<file path="config.mk">
export PLATFORM = sky130hd
export DESIGN_NAME = pc_reg_flat
export DESIGN_NICKNAME = d
export VERILOG_FILES = /design/src/rtl/pc_pkg.sv /design/src/rtl/pc_reg_if.sv /design/src/rtl/pc_reg.sv /design/src/flat_wrapper.sv
export SDC_FILE = /design/constraint.sdc
export NUM_CORES = 1
export LEC_CHECK = 0
export BUFFER_PORTS_ARGS = -buffer_cell sky130_fd_sc_hd__buf_2
export CAP_MARGIN = 15
export CORE_UTILIZATION = 30
export CTS_BUF_LIST = sky130_fd_sc_hd__clkbuf_8
export DETAILED_ROUTE_END_ITERATION = 7
export PLACE_DENSITY = 0.64
export SLEW_MARGIN = 30
export SYNTH_ARGS = -nofsm -noshare
export SYNTH_HDL_FRONTEND = slang
export SYNTH_SLANG_ARGS = --single-unit
export TNS_END_PERCENT = 10
</file>
<file path="constraint.sdc">
create_clock -name clk -period 3.3 [get_ports clk]
set_input_delay 0.33 -clock clk [delete_from_list [all_inputs] [get_ports clk]]
set_output_delay 0.33 -clock clk [all_outputs]
set_load 0.05 [all_outputs]
</file>
<file path="src/rtl/pc_pkg.sv">
// rtl/pc_pkg.sv - shared constants and types for the fetch-stage program counter
package pc_pkg;

  localparam int          XLEN_DEFAULT         = 32;
  localparam logic [31:0] RESET_VECTOR_DEFAULT = 32'h0000_0000;
  localparam int          PC_INCR              = 4;

  typedef logic [XLEN_DEFAULT-1:0] pc_t;

  // Instructions are 4-byte words; any set low bit marks a misaligned target.
  function automatic logic addr_misaligned(input logic [1:0] low_bits);
    return |low_bits;
  endfunction

endpackage

</file>
<file path="src/rtl/pc_reg_if.sv">
// rtl/pc_reg_if.sv - next-PC input and fetch-side status bundle (stall present when PC_STALL_EN is defined)
interface pc_reg_if #(
  parameter int XLEN = pc_pkg::XLEN_DEFAULT
);

  logic [XLEN-1:0] pc_next;
`ifdef PC_STALL_EN
  logic            stall;
`endif
  logic [XLEN-1:0] pc;
  logic [XLEN-1:0] pc_plus4;
  logic [XLEN-1:0] pc_prev;
  logic            misalign;
  logic            pc_valid;

`ifdef PC_STALL_EN
  modport master (output pc_next, output stall,
                  input pc, input pc_plus4, input pc_prev, input misalign, input pc_valid);
  modport slave  (input pc_next, input stall,
                  output pc, output pc_plus4, output pc_prev, output misalign, output pc_valid);
`else
  modport master (output pc_next,
                  input pc, input pc_plus4, input pc_prev, input misalign, input pc_valid);
  modport slave  (input pc_next,
                  output pc, output pc_plus4, output pc_prev, output misalign, output pc_valid);
`endif

endinterface

</file>
<file path="src/rtl/pc_reg.sv">
// rtl/pc_reg.sv - RV32I fetch program-counter register; optional fetch stall under PC_STALL_EN
module pc_reg
  import pc_pkg::*;
#(
  parameter int              XLEN         = XLEN_DEFAULT,
  parameter logic [XLEN-1:0] RESET_VECTOR = RESET_VECTOR_DEFAULT[XLEN-1:0],
  parameter bit              FORCE_ALIGN  = 1'b1
) (
  input  logic    clk,
  input  logic    reset,
  pc_reg_if.slave bus
);

  logic [XLEN-1:0] pc_q;
  logic [XLEN-1:0] pc_prev_q;
  logic            misalign_q;
  logic            pc_valid_q;
  logic [XLEN-1:0] load_addr;
  logic            hold;

  always_comb begin
    load_addr = bus.pc_next;
    if (FORCE_ALIGN) begin
      load_addr[1:0] = 2'b00;
    end
  end

`ifdef PC_STALL_EN
  assign hold = bus.stall;
`else
  assign hold = 1'b0;
`endif

  // Misalign looks at the raw target so software sees the fault even when alignment is forced.
  always_ff @(posedge clk) begin
    if (reset) begin
      pc_q       <= RESET_VECTOR;
      pc_prev_q  <= RESET_VECTOR;
      misalign_q <= 1'b0;
      pc_valid_q <= 1'b0;
    end else begin
      pc_valid_q <= 1'b1;
      if (!hold) begin
        pc_q       <= load_addr;
        pc_prev_q  <= pc_q;
        misalign_q <= addr_misaligned(bus.pc_next[1:0]);
      end
    end
  end

  assign bus.pc       = pc_q;
  assign bus.pc_plus4 = pc_q + XLEN'(PC_INCR);
  assign bus.pc_prev  = pc_prev_q;
  assign bus.misalign = misalign_q;
  assign bus.pc_valid = pc_valid_q;

endmodule

</file>
<file path="src/flat_wrapper.sv">
// flat-port wrapper written by rule: the top's interface ports become plain ports
module pc_reg_flat import pc_pkg::*;
#(
  parameter int              XLEN         = XLEN_DEFAULT,
  parameter logic [XLEN-1:0] RESET_VECTOR = RESET_VECTOR_DEFAULT[XLEN-1:0],
  parameter bit              FORCE_ALIGN  = 1'b1
)
  (clk, reset, bus_pc_next, bus_pc, bus_pc_plus4, bus_pc_prev, bus_misalign, bus_pc_valid);
  pc_reg_if #(.XLEN(XLEN)) bus_i ();
  input  logic clk;
  input  logic reset;
  input wire logic [$bits(bus_i.pc_next)-1:0] bus_pc_next;
  output wire logic [$bits(bus_i.pc)-1:0] bus_pc;
  output wire logic [$bits(bus_i.pc_plus4)-1:0] bus_pc_plus4;
  output wire logic [$bits(bus_i.pc_prev)-1:0] bus_pc_prev;
  output wire logic [$bits(bus_i.misalign)-1:0] bus_misalign;
  output wire logic [$bits(bus_i.pc_valid)-1:0] bus_pc_valid;
  assign bus_i.pc_next = bus_pc_next;
  assign bus_pc = bus_i.pc;
  assign bus_pc_plus4 = bus_i.pc_plus4;
  assign bus_pc_prev = bus_i.pc_prev;
  assign bus_misalign = bus_i.misalign;
  assign bus_pc_valid = bus_i.pc_valid;
  pc_reg #(.XLEN(XLEN), .RESET_VECTOR(RESET_VECTOR), .FORCE_ALIGN(FORCE_ALIGN)) u_core (.clk(clk), .reset(reset), .bus(bus_i));
endmodule
</file>
==> impl_results.md <==
* Crit-path cells: ha_1 > nand3_1 > nor4_4 > nand4_1 > xnor2_1 > buf_2
* Post-CTS Hold Buffers at 0
* Syn. warnings at 0
* Pwr Density at 618.6 mW/mm2
* Initial antenna violation count at 0
* Sink Count at 62
* Die H at 88.74 um
* Maximum VDD drop at 0.2783 mV
* Most common cell after layout, fill and taps aside: buf_2
* Drt initial violations at 10
* Nets at 378
* Status: completed
* Class of the worst hold path: in -> reg
* Core region area at 0.007253 mm2
* FF+latch count, synth at 62
* Max Cap Viol at 0
* Fillers at 741
* Fin Setup TNS at 0 ns
* First-pass GRT wire length at 7.659 mm
* Tcrit/Tclk final at 0.7949
* Num CTS Buffers at 9
* Synthesized area at 0.002257 mm2
* Slew @ Worst Pin at 0.6201 ns
* Finished Layout Cells at 447
* WHS at 0.2057 ns
* Sequential area share after synthesis at 0.5499
* Congestion Overflow GR at 0
* Setup WS post-layout at 0.6767 ns
* Crit path max fanout at 8
* Commonest cells after routing, fill and taps aside: 124 x buf_2, 62 x dfxtp_1, 57 x nor2b_1, 22 x xnor2_1, 13 x nand3_1
* Mean Syn Cell Area at 10.55 um2
* Setup crit end kind: output pin
* Drt total wl at 5.148 mm
* Starting Density at 0.3112
* RSZ-0062 raised after global routing: no
* Delay-heaviest family, CP: simple AND/OR/NAND/NOR gates
* # IOs at 132
* Drt first pass iters at 4
* Clock Tree Buf Depth at 2
* Area Growth Syn to Fin at 42.52%
* CP startpoint kind: flip-flop
* CTS tree: done
* Setup violations, final at 0
* Placement Setup Slack at 0.9437 ns
* Clk_lat worst skew at 0.33 ns
* Post-DP HPWL at 3.763 mm
* Crit path time final at 2.623 ns
* Via/cell ratio at 4.145
* Antenna viol nets, final at 0
* Reg clk slew, reported paths at 0.07 ns
* Final Hold Vio Count at 0
* Port buffer count at 125
* Worst Path Buf+Inv at 1
* Vias in the first global route at 1660
* Ant. Diodes at 0
* Yosys cell types at 24
* Crit path largest cell delay at 0.49 ns
* DRC violations left at 0
* Gate Count Post-Synth at 214
* Die footprint at 0.007875 mm2
* Cell Count Post-Placement at 431
* Maximum number of pins on one net before global-route repair at 63
* Multi-input gate area at 948.4 um2
* Critical setup path kind: reg -> out
* Root Buffer: clkbuf_8
* Maximum clock rate at 0.3812 GHz
* Placer Congestion at 0.7046
* Die W at 88.74 um
* Rows at 31
* Post-layout util at 0.4435
* Routed vias at 1853
* Crit path required time at 2.97 ns
* Relative slew slack at 0.5866
* Wire per inst at 11.52 um
* CTS resizes at 0
* Fraction of layout cells with a size suffix above 1 at 0.4253
* Register area at 0.001241 mm2
* Total GRT Usage at 0.1328
* Pins Over Slew Limit at 0
* Post-CTS Setup Bufs at 0
* Crit path DAT at 2.29 ns
* H-tree levels at 3
* CP max stage cell: nor4_4
* Skew final at 0.006967 ns
* Leakage power at 1.578 nW
## stage by stage
stage	area, um2	power (mW)
after global placement	2958	1.174
after floorplan	2276	1.098
after global routing	3217	2.073
after CTS	3217	2.022
final	3217	1.990
after detailed placement	2960	1.176
## logic make-up after synthesis
group                    after synthesis  synth area share
buffers and inverters                 17           0.03825
adder cells (fa/ha/maj)                1          0.005542
other                                  1          0.001661
flip-flops                            62            0.5499
AND/OR/NAND/NOR                      105            0.2960
XOR/XNOR                              28            0.1086
## power breakdown
| group | switching, mW | leakage (nW) | internal, mW |
|---|---|---|---|
| sequential | 0.0317 | 0.513 | 0.784 |
| combinational | 0.261 | 0.943 | 0.0792 |
| clock | 0.292 | 0.122 | 0.543 |
| total | 0.584 | 1.58 | 1.41 |
## layer usage
layer	part of all wire	up-vias	track usage
met1	0.41	830	0.1483
li1	-	934	-
met4	0.017	0	0.07478
met5	0	-	0
met3	0.090	10	0.05037
met2	0.48	79	0.2175
## cell usage after synthesis
library cell  number  area [um2]
dfxtp_1           62        1241
nor2b_1           57       356.6
xnor2_1           22       192.7
nand3_1           13       65.06
nand4_1            8       50.05
nor2_1             8       30.03
buf_4              6       45.04
clkbuf_1           6       22.52
xor2_1             6       52.55
inv_1              5       18.77
nand2_1            5       18.77
and3_1             3       18.77
nor4_4             2       42.54
and4_1             1       8.760
conb_1             1       3.750
ha_1               1       12.51
nand3_2            1       10.01
nand4_2            1       12.51
nand4_4            1       21.27
nor2_2             1       6.260
nor3_1             1       5.000
nor3_2             1       10.01
nor4_1             1       6.260
or3_1              1       6.260
## final cells by class
cell class,instances,area share
well taps,99,0.03851
flip-flops and latches,62,0.3858
clock inverters,5,0.03267
multi-input cells,140,0.2948
clock buffers,11,0.04706
repair buffers,125,0.1953
inverters,5,0.005834
## path summary, 6_finish.rpt
path	slack [ns]	startpoint	cells after the start	endpoint
worst max-delay path	0.68	u_core.bus.pc[3]	6	bus_pc_plus4[28]
worst min-delay path	0.21	bus_pc_next[3]	2	u_core.bus.pc[3]
worst max register to register	2.60	u_core.bus.pc[10]	1	u_core.bus.pc_prev[10]
worst min register to register	0.50	u_core.bus.pc[28]	1	u_core.bus.pc_prev[28]
Note: power is estimated with default switching activity, not from simulation.
